`config.mk`:
```
export PLATFORM = sky130hd
export DESIGN_NAME = phy_rx_unstripe
export DESIGN_NICKNAME = d
export VERILOG_FILES = /design/src/rtl/phy_rx_unstripe.sv
export SDC_FILE = /design/constraint.sdc
export NUM_CORES = 1
export LEC_CHECK = 0
export CAP_MARGIN = 20
export CORE_MARGIN = 1
export CORE_UTILIZATION = 40
export DETAILED_ROUTE_END_ITERATION = 12
export GPL_TIMING_DRIVEN = 0
export PLACE_DENSITY_LB_ADDON = 0.25
export SETUP_SLACK_MARGIN = 0.05
export SYNTH_ARGS = -nofsm -noshare
export SYNTH_HDL_FRONTEND = slang
export SYNTH_SLANG_ARGS = --single-unit
```
`constraint.sdc`:
```
create_clock -name clk_4f -period 5.27 [get_ports clk_4f]
set_clock_uncertainty 0.2 [all_clocks]
set_input_delay 1.054 -clock clk_4f [delete_from_list [all_inputs] [get_ports clk_4f]]
set_output_delay 1.054 -clock clk_4f [all_outputs]
set_load 0.01 [all_outputs]
```
`src/rtl/phy_rx_unstripe.sv`:
```
// Receive-side unstriper: each 8-bit lane is assembled into 32-bit words, which are
// merged back into one stream with even words from lane 0 and odd words from lane 1.
module phy_rx_unstripe #(
  parameter int FIFO_DEPTH  = 2,
  parameter int IDLE_RESYNC = 8
) (
  input  logic        clk_4f,
  input  logic        reset,
  input  logic [7:0]  data_in_0,
  input  logic        valid_in_0,
  input  logic [7:0]  data_in_1,
  input  logic        valid_in_1,
  output logic [31:0] data_out,
  output logic        valid_out,
  output logic        err_frame,
  output logic        err_skew
);

  localparam int PW = $clog2(FIFO_DEPTH);
  localparam int CW = $clog2(FIFO_DEPTH + 1);
  localparam int IW = (IDLE_RESYNC > 0) ? $clog2(IDLE_RESYNC + 1) : 1;
  localparam logic [CW-1:0] FULL_CNT = CW'(FIFO_DEPTH);
  localparam logic [IW-1:0] IDLE_MAX = IW'(IDLE_RESYNC);

  typedef enum logic { EXPECT0 = 1'b0, EXPECT1 = 1'b1 } state_e;

  state_e        state_q;
  logic [1:0]    byte_cnt_q [2];
  logic [23:0]   shift_q    [2];
  logic [31:0]   mem_q      [2][FIFO_DEPTH];
  logic [PW-1:0] wr_ptr_q   [2];
  logic [PW-1:0] rd_ptr_q   [2];
  logic [CW-1:0] fill_q     [2];
  logic [IW-1:0] idle_q, idle_d;
  logic [31:0]   data_out_q;
  logic          valid_out_q, err_frame_q, err_skew_q;

  logic [7:0] lane_data [2];
  logic [1:0] lane_valid;
  logic [1:0] wr, pop, abort, ovf;
  logic       sel, flush, idle, resync;

  assign lane_data[0] = data_in_0;
  assign lane_data[1] = data_in_1;
  assign lane_valid   = {valid_in_1, valid_in_0};
  assign sel          = (state_q == EXPECT1);

  // NOTE: every output of this block gets a value on every path (defaults first),
  // otherwise synthesis infers a latch to hold the old value.
  always_comb begin
    wr    = '0;
    pop   = '0;
    abort = '0;
    ovf   = '0;
    for (int l = 0; l < 2; l++) begin
      wr[l]    = lane_valid[l] && (byte_cnt_q[l] == 2'd3);
      abort[l] = !lane_valid[l] && (byte_cnt_q[l] != 2'd0);
      pop[l]   = (fill_q[l] != '0) && (sel == 1'(l));
      // A full FIFO popped on the same edge has room for the incoming word.
      ovf[l]   = wr[l] && (fill_q[l] == FULL_CNT) && !pop[l];
    end
    flush  = |ovf;
    idle   = (lane_valid == 2'b00) && (fill_q[0] == '0) && (fill_q[1] == '0);
    idle_d = '0;
    if (idle) idle_d = (idle_q == IDLE_MAX) ? idle_q : idle_q + IW'(1);
    resync = (IDLE_RESYNC != 0) && idle && (idle_d == IDLE_MAX);
  end

  // NOTE: sequential state uses non-blocking assignments so every register samples
  // the pre-edge values, independent of statement order.
  always_ff @(posedge clk_4f or negedge reset) begin
    if (!reset) begin
      state_q     <= EXPECT0;
      idle_q      <= '0;
      data_out_q  <= '0;
      valid_out_q <= 1'b0;
      err_frame_q <= 1'b0;
      err_skew_q  <= 1'b0;
      for (int l = 0; l < 2; l++) begin
        byte_cnt_q[l] <= '0;
        shift_q[l]    <= '0;
        wr_ptr_q[l]   <= '0;
        rd_ptr_q[l]   <= '0;
        fill_q[l]     <= '0;
      end
    end else begin
      for (int l = 0; l < 2; l++) begin
        if (lane_valid[l]) shift_q[l] <= {shift_q[l][15:0], lane_data[l]};
        if (flush) begin
          byte_cnt_q[l] <= '0;
          wr_ptr_q[l]   <= '0;
          rd_ptr_q[l]   <= '0;
          fill_q[l]     <= '0;
        end else begin
          byte_cnt_q[l] <= lane_valid[l] ? byte_cnt_q[l] + 2'd1 : 2'd0;
          if (wr[l])  wr_ptr_q[l] <= wr_ptr_q[l] + PW'(1);
          if (pop[l]) rd_ptr_q[l] <= rd_ptr_q[l] + PW'(1);
          fill_q[l] <= fill_q[l] + CW'(wr[l]) - CW'(pop[l]);
        end
      end
      // A pop on the overflow edge still presents its word.
      valid_out_q <= |pop;
      if (|pop) data_out_q <= mem_q[sel][rd_ptr_q[sel]];
      err_frame_q <= |abort;
      err_skew_q  <= flush;
      idle_q      <= idle_d;
      if (flush || resync) state_q <= EXPECT0;
      else if (|pop)       state_q <= sel ? EXPECT0 : EXPECT1;
    end
  end

  // NOTE: word storage carries no reset; the fill counters alone say what is valid.
  always_ff @(posedge clk_4f) begin
    for (int l = 0; l < 2; l++) begin
      if (wr[l] && !flush) mem_q[l][wr_ptr_q[l]] <= {shift_q[l], lane_data[l]};
    end
  end

  assign data_out  = data_out_q;
  assign valid_out = valid_out_q;
  assign err_frame = err_frame_q;
  assign err_skew  = err_skew_q;

endmodule

```
Word-level counts from Yosys, hierarchy flattened
Memory sizes are Yosys's and may differ from the RTL's.
Index checks and enable logic that the tools add are counted.
{ "totals": {"input_bits": 20, "reg_bits": 100, "mem_count": 1, "ram_bits": 128} }
{ "op_classes": {"n_eq_ne": 6, "n_lt_le_gt_ge": 6, "mux": 33, "n_reduce_logical": 38, "n_bitwise": 5, "addsub": 11} }
{ "mem_list": {"columns": ["name", "depth", "word_bits", "rd", "rd_ports_with_merged_regs", "wr", "line", "source"], "rows": [
  ["mem_q", 2, 64, 1, 0, 2, "30", "logic [31:0] mem_q [2][FIFO_DEPTH];"]
]} }
{ "ops": {"columns": ["op", "count"], "rows": [
  ["$mux 32", 5],
  ["$mux 64", 2],
  ["$demux 32 s1", 2],
  ["$reduce_bool 2->1", 9],
  ["$logic_and 1x1->1", 17],
  ["$mux 1", 16],
  ["$mux 2", 6],
  ["$eq 2x2->1 const B", 4],
  ["$eq 4x4->1 const B", 2],
  ["$ge 2x2->1 const B", 4],
  ["$mux 4", 2],
  ["$not 1->2", 4],
  ["$logic_not 2->1", 3],
  ["$reduce_or 2->1", 3],
  ["$logic_not 1->1", 5],
  ["$add 1x1->1 const B", 4],
  ["$add 2x1->2", 2],
  ["$add 2x1->2 const B", 2],
  ["$add 4x1->4 const B", 1],
  ["$lt 2x1->1 const B", 2],
  ["$sub 2x1->2", 2],
  ["$logic_or 1x1->1", 1],
  ["$not 1->1", 1]
]} }

Logic depth before layout (Yosys ltp)
Gate-level depths: netlist of the first run.
{ "depth": {"depth_word": 9, "mapped_depth": 9} }

Worst setup path after synthesis of the first run
OpenSTA, ideal clock, no wires.
{ "synth_path": {"path_type": "input port to flip-flop", "startpoint": "input port valid_in_0", "endpoint": "memory mem_q[0][0] in the netlist's numbering (enable)", "path_stages": 5, "path_buffers": 0, "slack_ns": 0.752, "t_arrival_ns": 3.857, "path_cell_list": "nand2_1 nor3_1 nor2_1 inv_2 nor3_1"} }
{ "synth_rtl": {"columns": ["item", "line", "source"], "rows": [
  ["start, declared", "10", "input logic valid_in_0,"],
  ["end, declared", "30", null]
]} }

==> results of run 1 <==
power groups by stage:
stage | logic (uW) | registers (uW) | clock network (uW)
after floorplan | 1250 | 2410 | 0
after global placement | 1920 | 2400 | 0
after detailed placement | 1980 | 2410 | 0
after CTS | 1990 | 2380 | 1720
after global routing | 2100 | 2410 | 1790
final | 1960 | 2380 | 1690
cells by family after synthesis:
kind of cell / count (synthesis) / share of synthesized area (%)
AO/OA/AOI/OAI: 73 / 5.244
XOR/XNOR: 8 / 0.7729
adder cells (fa/ha/maj): 10 / 1.380
buffers and inverters: 39 / 2.967
flip-flops: 228 / 70.00
multiplexers: 114 / 14.90
AND/OR/NAND/NOR: 72 / 4.734
stage by stage:
step	hold slack [ns]	worst slack, ns	util [%]	setup TNS [ns]
finish	0.2717	1.721	49.57	0
global route	0.2767	1.488	49.57	0
CTS	0.2722	1.681	49.57	0
detailed placement	0.2543	1.133	45.96	0
global placement	0.2484	-1.314	45.21	-263.07
floorplan	0.2382	0.7520	-	0
routing by layer:
| layer | track usage [%] | vias up | part of all wire, % |
|---|---|---|---|
| li1 | - | 2200 | - |
| met1 | 22.45 | 2379 | 46 |
| met2 | 27.78 | 57 | 50 |
| met3 | 2.105 | 20 | 2.5 |
| met4 | 4.040 | 0 | 1.2 |
| met5 | 0 | - | 0 |
worst max-delay path by stage:
| stage | slack, ns | cells past startpoint | from | to |
|---|---|---|---|---|
| finish | 1.72 | 7 | valid_in_0 | mem_q[1][7]$_DFFE_PP_ |
| global route | 1.49 | 7 | valid_in_0 | mem_q[1][46]$_DFFE_PP_ |
| CTS | 1.68 | 7 | valid_in_0 | mem_q[1][1]$_DFFE_PP_ |
| detailed placement | 1.13 | 7 | valid_in_0 | mem_q[1][2]$_DFFE_PP_ |
| global placement | -1.31 | 6 | valid_in_0 | mem_q[1][35]$_DFFE_PP_ |
| floorplan | 0.75 | 5 | valid_in_0 | mem_q[0][0]$_DFFE_PP_ |
state kept, by name (all words and copies together) (netlist names), 2 cells and up:
name,cells
shift_q,48
idle_q,4
wr_ptr_q,2
fill_q,4
rd_ptr_q,2
byte_cnt_q,4
mem_q,128
data_out,32
layout make-up:
cell class	instances	area share [%]
timing repair buffer	65	6.280
tap	280	3.209
clock inverter	14	1.387
sequential	228	58.13
multi-input combinational	277	22.63
inverter	11	0.3782
clock buffer	30	5.902
buffer	28	2.086
synth_stat cells (all sizes together):
master,n
nor4b,1
clkbuf,3
ha,10
nand3,1
nand2,9
xnor2,5
mux2,81
inv,11
buf,25
o22ai,1
nor2b,33
xor2,3
o21ba,1
a211oi,32
dfrtp,100
nor4,1
mux2i,33
nor3,7
nor2,11
a32oi,1
edfxtp,128
o41a,1
o31ai,1
a21oi,36
or3,2
and3,5
and2,2
worst register-to-register path, stage by stage, from the launching register on:
cell,delay (ns)
dfrtp_1,0.39
ha_1,0.20
nand2_1,0.20
nor3_1,0.14
nor2_1,0.37
inv_2,0.20
nor3_2,0.84
buf_6,0.28
==> results.json, run 1 <==
{
  "status": "complete, but fails checks",
  "violations": "DRC",
  "drive_gt1_share_pct": 25.42,
  "clkSinkCount": 228,
  "place_area_sq_um": 10120,
  "worst_path_max_delay_cell": "nor3_2",
  "place_inst": 889,
  "numCtsBuffers": 24,
  "htreeDepth": 1,
  "grt_setup_unrepaired": "false",
  "period_share_pct": 67.34,
  "design_area_sq_um": 10920,
  "p_seq_share_pct": 39.5,
  "worstMarginPinSlew_ns": 1.065,
  "synth_area_leaders": "edfxtp_1 42%, dfrtp_1 28%, mux2_2 6.5%",
  "yosysTopAreaCellShare_pct": 42.40,
  "track_usage_pct": 16.39,
  "r2r-start": "byte_cnt_q[2]$_DFF_PN0_",
  "max_slew_margin_pct": 28.62,
  "power.density_nw_per_um2": 552.2,
  "die_x_um": 152.6,
  "synth-seq-cells": 228,
  "grt_pass1_vias": 4997,
  "ys_seq_area_share_pct": 70.00,
  "holdPathStages": 0,
  "dr.pass1.iters": 10,
  "end_kind": "flop",
  "antenna_left": 0,
  "holdCritStartpoint": "shift_q[19]$_DFFE_PN0P_",
  "cts_root_buf": "clkbuf_16",
  "holdBufCountCts": 0,
  "holdPathEnd": "mem_q[1][59]$_DFFE_PP_",
  "grt_pass1_wl_um": 29340,
  "multi_input_area_sq_um": 2471,
  "combPwrFrac_pct": 32.5,
  "cts_resized": 0,
  "totalWireLength_um": 18550,
  "hold_viol_final": 0,
  "stdcell_count": 933,
  "clk_pin_slew_ns": 0.06,
  "avgViaCountPerCell": 4.990,
  "die_area_sq_um": 23270,
  "switchingPower_uw": 1796,
  "vias": 4656,
  "synth_cell_types": 37,
  "ir_drop_mv": 0.2663,
  "final_common_cell": "edfxtp_1",
  "drtIter0Drc": 220,
  "rr_worst_depth": 7,
  "synth_area_sq_um": 9066,
  "synthToLayoutAreaGrowth_pct": 20.43,
  "insertion_delay_ns": 0.51,
  "slew_viol_final": 0,
  "max_cap_viol_count": 0,
  "synth_warnings": 0,
  "crit_fanout": 12,
  "setup_violations": 0,
  "worstSetupPathType": "primary input to flop",
  "yosysTopAreaCell": "edfxtp_1",
  "syn_inst": 544,
  "switching_share_pct": 29.79,
  "initial_utilization_pct": 41.16,
  "fin_crit_ns": 3.549,
  "start_kind": "primary input",
  "clock_path_buffers": 3,
  "postCtsSetupBuffers": 0,
  "n_fill_cell": 1822,
  "io_buffer_count": 54,
  "diodes": 0,
  "path_delay_family": "simple AND/OR/NAND/NOR gates",
  "rows": 54,
  "path_buf_inv": 3,
  "clock_power_share_pct": 28.1,
  "final_nets": 665,
  "path_cells": "clkdlybuf4s50_1, nand2_1, nor3_1, nor2_1, inv_2, nor3_2, buf_6",
  "crit_arrival_ns": 3.56,
  "hold_path_class": "flop to flop",
  "wl_per_cell_um": 19.88,
  "gp_congestion": 0.7811,
  "max_stage_delay_ns": 0.84,
  "final_cell_mix": "128 x edfxtp_1, 100 x dfrtp_1, 53 x clkdlybuf4s50_1, 52 x mux2_2, 35 x a21oi_1",
  "coreArea_sq_um": 22030,
  "antenna_found_initial": 0,
  "ff_latch_area_sq_um": 6346,
  "reg2reg_slack_ns": 2.15,
  "reg2reg_to": "mem_q[1][7]$_DFFE_PP_",
  "max_freq_ghz": 0.2818,
  "synth_nets": 574,
  "p_leak_uw": 0.004197,
  "critPathRequiredTime_ns": 5.28,
  "cts_tree": "built",
  "ios": 55,
  "avgSynthCellArea_sq_um": 16.67,
  "p_total_uw": 6029,
  "drc": 2,
  "grt_remaining_overflow": 0,
  "dp_hpwl_um": 13110,
  "die_h_um": 152.6,
  "p_int_uw": 4233,
  "grt_start_max_net_pins": 61
}
(Power assumes the default switching activity.)
==> inputs of run 2 (changes only) <==
==> constraint.sdc (replaced) <==
create_clock -name clk_4f -period 3.3 [get_ports clk_4f]
set_clock_uncertainty 0.2 [all_clocks]
set_input_delay 0.66 -clock clk_4f [delete_from_list [all_inputs] [get_ports clk_4f]]
set_output_delay 0.66 -clock clk_4f [all_outputs]
set_load 0.01 [all_outputs]
==> results.json, run 2 (synthesized netlist as in run 1, its figures left out) <==
{
  "switching_share_pct": 29.79,
  "vias": 4657,
  "violations": "DRC",
  "cts_tree": "built",
  "drtIter0Drc": 220,
  "p_int_uw": 6760,
  "grt_pass1_vias": 4997,
  "clock_path_buffers": 3,
  "start_kind": "primary input",
  "coreArea_sq_um": 22030,
  "final_common_cell": "edfxtp_1",
  "gp_congestion": 0.7811,
  "die_h_um": 152.6,
  "power.density_nw_per_um2": 881.9,
  "r2r-start": "byte_cnt_q[2]$_DFF_PN0_",
  "slew_viol_final": 0,
  "initial_utilization_pct": 41.16,
  "end_kind": "flop",
  "max_cap_viol_count": 0,
  "switchingPower_uw": 2868,
  "final_cell_mix": "128 x edfxtp_1, 100 x dfrtp_1, 53 x clkdlybuf4s50_1, 52 x mux2_2, 35 x a21oi_1",
  "htreeDepth": 1,
  "status": "complete, but fails checks",
  "numCtsBuffers": 24,
  "drive_gt1_share_pct": 25.42,
  "path_cells": "clkdlybuf4s50_1, nand2_1, nor3_1, nor2_1, inv_2, nor3_2, buf_6",
  "clkSinkCount": 228,
  "die_x_um": 152.6,
  "cts_resized": 0,
  "clock_power_share_pct": 28.1,
  "ios": 55,
  "p_leak_uw": 0.004197,
  "combPwrFrac_pct": 32.4,
  "clk_pin_slew_ns": 0.06,
  "max_stage_delay_ns": 0.84,
  "worst_path_max_delay_cell": "nor3_2",
  "p_seq_share_pct": 39.5,
  "n_fill_cell": 1822,
  "max_slew_margin_pct": 28.62,
  "crit_fanout": 12,
  "dp_hpwl_um": 13110,
  "setup_slack_ns": 0.1491,
  "synthToLayoutAreaGrowth_pct": 20.43,
  "period_share_pct": 95.48,
  "totalWireLength_um": 18540,
  "worstMarginPinSlew_ns": 1.065,
  "diodes": 0,
  "rows": 54,
  "wl_per_cell_um": 19.88,
  "antenna_found_initial": 0,
  "fin_crit_ns": 3.151,
  "max_freq_ghz": 0.3174,
  "track_usage_pct": 16.39,
  "grt_start_max_net_pins": 61,
  "holdBufCountCts": 0,
  "grt_remaining_overflow": 0,
  "worstSetupPathType": "primary input to flop",
  "grt_pass1_wl_um": 29340,
  "startpoint": "valid_in_0",
  "io_buffer_count": 54,
  "crit_arrival_ns": 3.16,
  "setup_violations": 0,
  "final_nets": 665,
  "insertion_delay_ns": 0.51,
  "ir_drop_mv": 0.4253,
  "cts_root_buf": "clkbuf_16",
  "fin_tns_setup_ns": 0,
  "die_area_sq_um": 23270,
  "grt_setup_unrepaired": "true",
  "postCtsSetupBuffers": 0,
  "drc": 2,
  "critPathRequiredTime_ns": 3.31,
  "avgViaCountPerCell": 4.991,
  "hold_viol_final": 0,
  "antenna_left": 0,
  "dr.pass1.iters": 10,
  "hold_path_class": "primary input to asynchronous set/reset pin",
  "largest_reg_flops": 128,
  "dp_slack_ns": -0.4428
}
[run 2: cell counts in the layout (fill, tap and decap cells not counted)]
No cell type changed its count.
[run 2: cell type report]
class	instances	area, sq um	share of cell area (%)
Tap cell	280	350.3	3.209
Inverter	11	41.29	0.3782
Sequential cell	228	6346	58.13
Clock inverter	14	151.4	1.387
Multi-Input combinational cell	277	2471	22.63
Timing Repair Buffer	65	685.7	6.280
Clock buffer	30	644.4	5.902
Buffer	28	227.7	2.086
[run 2: final timing paths]
kind	endpoint	slack [ns]	cells after the start
worst min register to register	mem_q[1][59]$_DFFE_PP_	0.27	0
min in group clk_4f	mem_q[1][59]$_DFFE_PP_	0.27	0
worst max register to register	mem_q[1][7]$_DFFE_PP_	0.19	7
worst min-delay path	valid_out$_DFF_PN0_	0.05	1
worst max-delay path	mem_q[1][7]$_DFFE_PP_	0.15	7
max in group asynchronous	shift_q[24]$_DFFE_PN0P_	2.15	2
[run 2: power by group through the flow]
stage | Sequential (uW) | Combinational, uW | Clock, uW
floorplan | 3850 | 2000 | 0
global placement | 3840 | 3070 | 0
detailed placement | 3860 | 3160 | 0
CTS | 3810 | 3170 | 2750
global route | 3840 | 3360 | 2860
finish | 3800 | 3120 | 2710
[run 2: routing by layer]
metal / GRT usage (%) / wire [um]
met1: 22.45 / 8575
met2: 27.78 / 9245
met3: 2.105 / 491
met4: 4.040 / 231
met5: 0 / 0
[run 2: through the flow]
| step | total power, uW | instances | util (%) | hold slack (ns) | cell area [sq um] |
|---|---|---|---|---|---|
| global placement | 6909 | 878 | 45.21 | 0.2484 | 9957 |
| global route | 10070 | 933 | 49.57 | 0.1138 | 10920 |
| detailed placement | 7014 | 889 | 45.96 | 0.2543 | 10120 |
| CTS | 9722 | 933 | 49.57 | 0.08171 | 10920 |
| floorplan | 5848 | 544 | - | 0.1644 | 9066 |
| finish | 9628 | 933 | 49.57 | 0.05122 | 10920 |
[run 2: worst max-delay path, delay by kind of cell]
family        cells  cell delay [ns]
buf+inv           3             0.92
simple gates      4             1.56
==> inputs of run 3 (changes only) <==
--- a/config.mk
+++ b/config.mk
@@ -5,7 +5,7 @@
 export SDC_FILE = /design/constraint.sdc
 export NUM_CORES = 1
 export LEC_CHECK = 0
-export CAP_MARGIN = 20
+export CAP_MARGIN = 10
 export CORE_MARGIN = 1
 export CORE_UTILIZATION = 40
 export DETAILED_ROUTE_END_ITERATION = 12
==> results.json, run 3 (synthesized netlist as in run 1, its figures left out) <==
{
  "status": "complete, but fails checks",
  "violations": "DRC",
  "switching_share_pct": 29.58,
  "end_kind": "flop",
  "critPathRequiredTime_ns": 3.31,
  "grt_pass1_vias": 4980,
  "die_h_um": 152.6,
  "dr.pass1.iters": 10,
  "diodes": 0,
  "clock_power_share_pct": 27.9,
  "worstSetupEndpoint": "mem_q[0][4]$_DFFE_PP_",
  "start_kind": "primary input",
  "drc": 2,
  "antenna_found_initial": 0,
  "hold_viol_final": 0,
  "track_usage_pct": 16.43,
  "startpoint": "valid_in_0",
  "stdcell_count": 930,
  "final_common_cell": "edfxtp_1",
  "setup_slack_ns": 0.3437,
  "vias": 4696,
  "max_cap_viol_count": 0,
  "fin_tns_setup_ns": 0,
  "ios": 55,
  "crit_arrival_ns": 2.97,
  "max_slew_margin_pct": 43.90,
  "gp_congestion": 0.7811,
  "coreArea_sq_um": 22030,
  "switchingPower_uw": 2844,
  "wl_per_cell_um": 19.88,
  "drtIter0Drc": 194,
  "io_buffer_count": 54,
  "final_cell_mix": "128 x edfxtp_1, 100 x dfrtp_1, 53 x clkdlybuf4s50_1, 52 x mux2_2, 35 x a21oi_1",
  "insertion_delay_ns": 0.49,
  "hold_path_class": "primary input to asynchronous set/reset pin",
  "grt_pass1_wl_um": 29400,
  "rows": 54,
  "drive_gt1_share_pct": 25.38,
  "rr_worst_depth": 9,
  "p_int_uw": 6771,
  "die_area_sq_um": 23270,
  "worstSetupPathType": "primary input to flop",
  "ir_drop_mv": 0.3568,
  "cts_root_buf": "clkbuf_16",
  "synthToLayoutAreaGrowth_pct": 20.52,
  "holdBufCountCts": 0,
  "initial_utilization_pct": 41.16,
  "grt_setup_unrepaired": "false",
  "p_leak_uw": 0.004191,
  "clk_pin_slew_ns": 0.06,
  "final_util_pct": 49.61,
  "clock_path_buffers": 3,
  "cts_tree": "built",
  "combPwrFrac_pct": 32.5,
  "die_x_um": 152.6,
  "numCtsBuffers": 23,
  "cts_resized": 0,
  "grt_remaining_overflow": 0,
  "p_seq_share_pct": 39.5,
  "max_freq_ghz": 0.3383,
  "place_area_sq_um": 10120,
  "setup_violations": 0,
  "dp_slack_ns": -0.4416,
  "period_share_pct": 89.58,
  "slew_viol_final": 0,
  "clkSinkCount": 228,
  "dp_hpwl_um": 13090,
  "worstMarginPinSlew_ns": 0.8414,
  "place_inst": 889,
  "final_nets": 664,
  "design_area_sq_um": 10930,
  "power.density_nw_per_um2": 880.0,
  "avgViaCountPerCell": 5.049,
  "htreeDepth": 1,
  "postCtsSetupBuffers": 0,
  "crit_fanout": 12,
  "totalWireLength_um": 18490,
  "r2r-start": "byte_cnt_q[2]$_DFF_PN0_",
  "largest_reg_flops": 128,
  "reg2reg_slack_ns": 0.39,
  "antenna_left": 0,
  "reg2reg_to": "mem_q[0][4]$_DFFE_PP_",
  "grt_start_max_net_pins": 61,
  "fin_crit_ns": 2.956
}
## run 3: routing by layer
| layer | up-vias | global-route usage [%] | part of all wire, % |
|---|---|---|---|
| met5 | - | 0 | 0 |
| met4 | 0 | 3.896 | 1.1 |
| met3 | 17 | 2.133 | 2.6 |
| met2 | 62 | 27.67 | 50 |
| met1 | 2417 | 22.72 | 46 |
| li1 | 2200 | - | - |
## run 3: worst min path at each step
stage,slack (ns),startpoint,end
2_1_floorplan,0.16,reset,byte_cnt_q[0]$_DFF_PN0_
3_3_place_gp,0.25,shift_q[47]$_DFFE_PN0P_,mem_q[0][63]$_DFFE_PP_
3_5_place_dp,0.25,shift_q[19]$_DFFE_PN0P_,mem_q[1][59]$_DFFE_PP_
4_1_cts,0.09,reset,data_out[27]$_DFFE_PN0P_
5_1_grt,0.12,reset,valid_out$_DFF_PN0_
6_report,0.06,reset,valid_out$_DFF_PN0_
## run 3: area by class of cell
type	count	area, sq um
buffer	28	227.7
clock buffer	28	614.3
clock inverter	13	168.9
fill	1832	11100
inverter	11	41.29
multi-input combinational	277	2492
sequential	228	6346
tap	280	350.3
timing repair buffer	65	685.7
## run 3: worst max-delay path, cell delays in order
cell and delay (ns):
clkdlybuf4s50_1 0.44, nand2_1 0.25, nor3_1 0.16, nor2_2 0.27, inv_2 0.19, nor3_2 0.42, buf_6 0.23, buf_6 0.18
buf_6 0.16
## run 3: power by group through the flow
| stage | Clock (uW) | Sequential, uW | Combinational, uW |
|---|---|---|---|
| 4_1_cts | 2740 | 3800 | 3170 |
| 2_1_floorplan | 0 | 3850 | 2000 |
| 6_report | 2690 | 3800 | 3130 |
| 3_5_place_dp | 0 | 3850 | 3160 |
| 5_1_grt | 2850 | 3840 | 3370 |
| 3_3_place_gp | 0 | 3840 | 3070 |
## run 3: stage by stage
stage	power, uW	hold slack (ns)
after floorplan	5848	0.1644
after detailed placement	7011	0.2543
after global placement	6909	0.2484
after global routing	10060	0.1189
after CTS	9707	0.08840
final	9615	0.06423
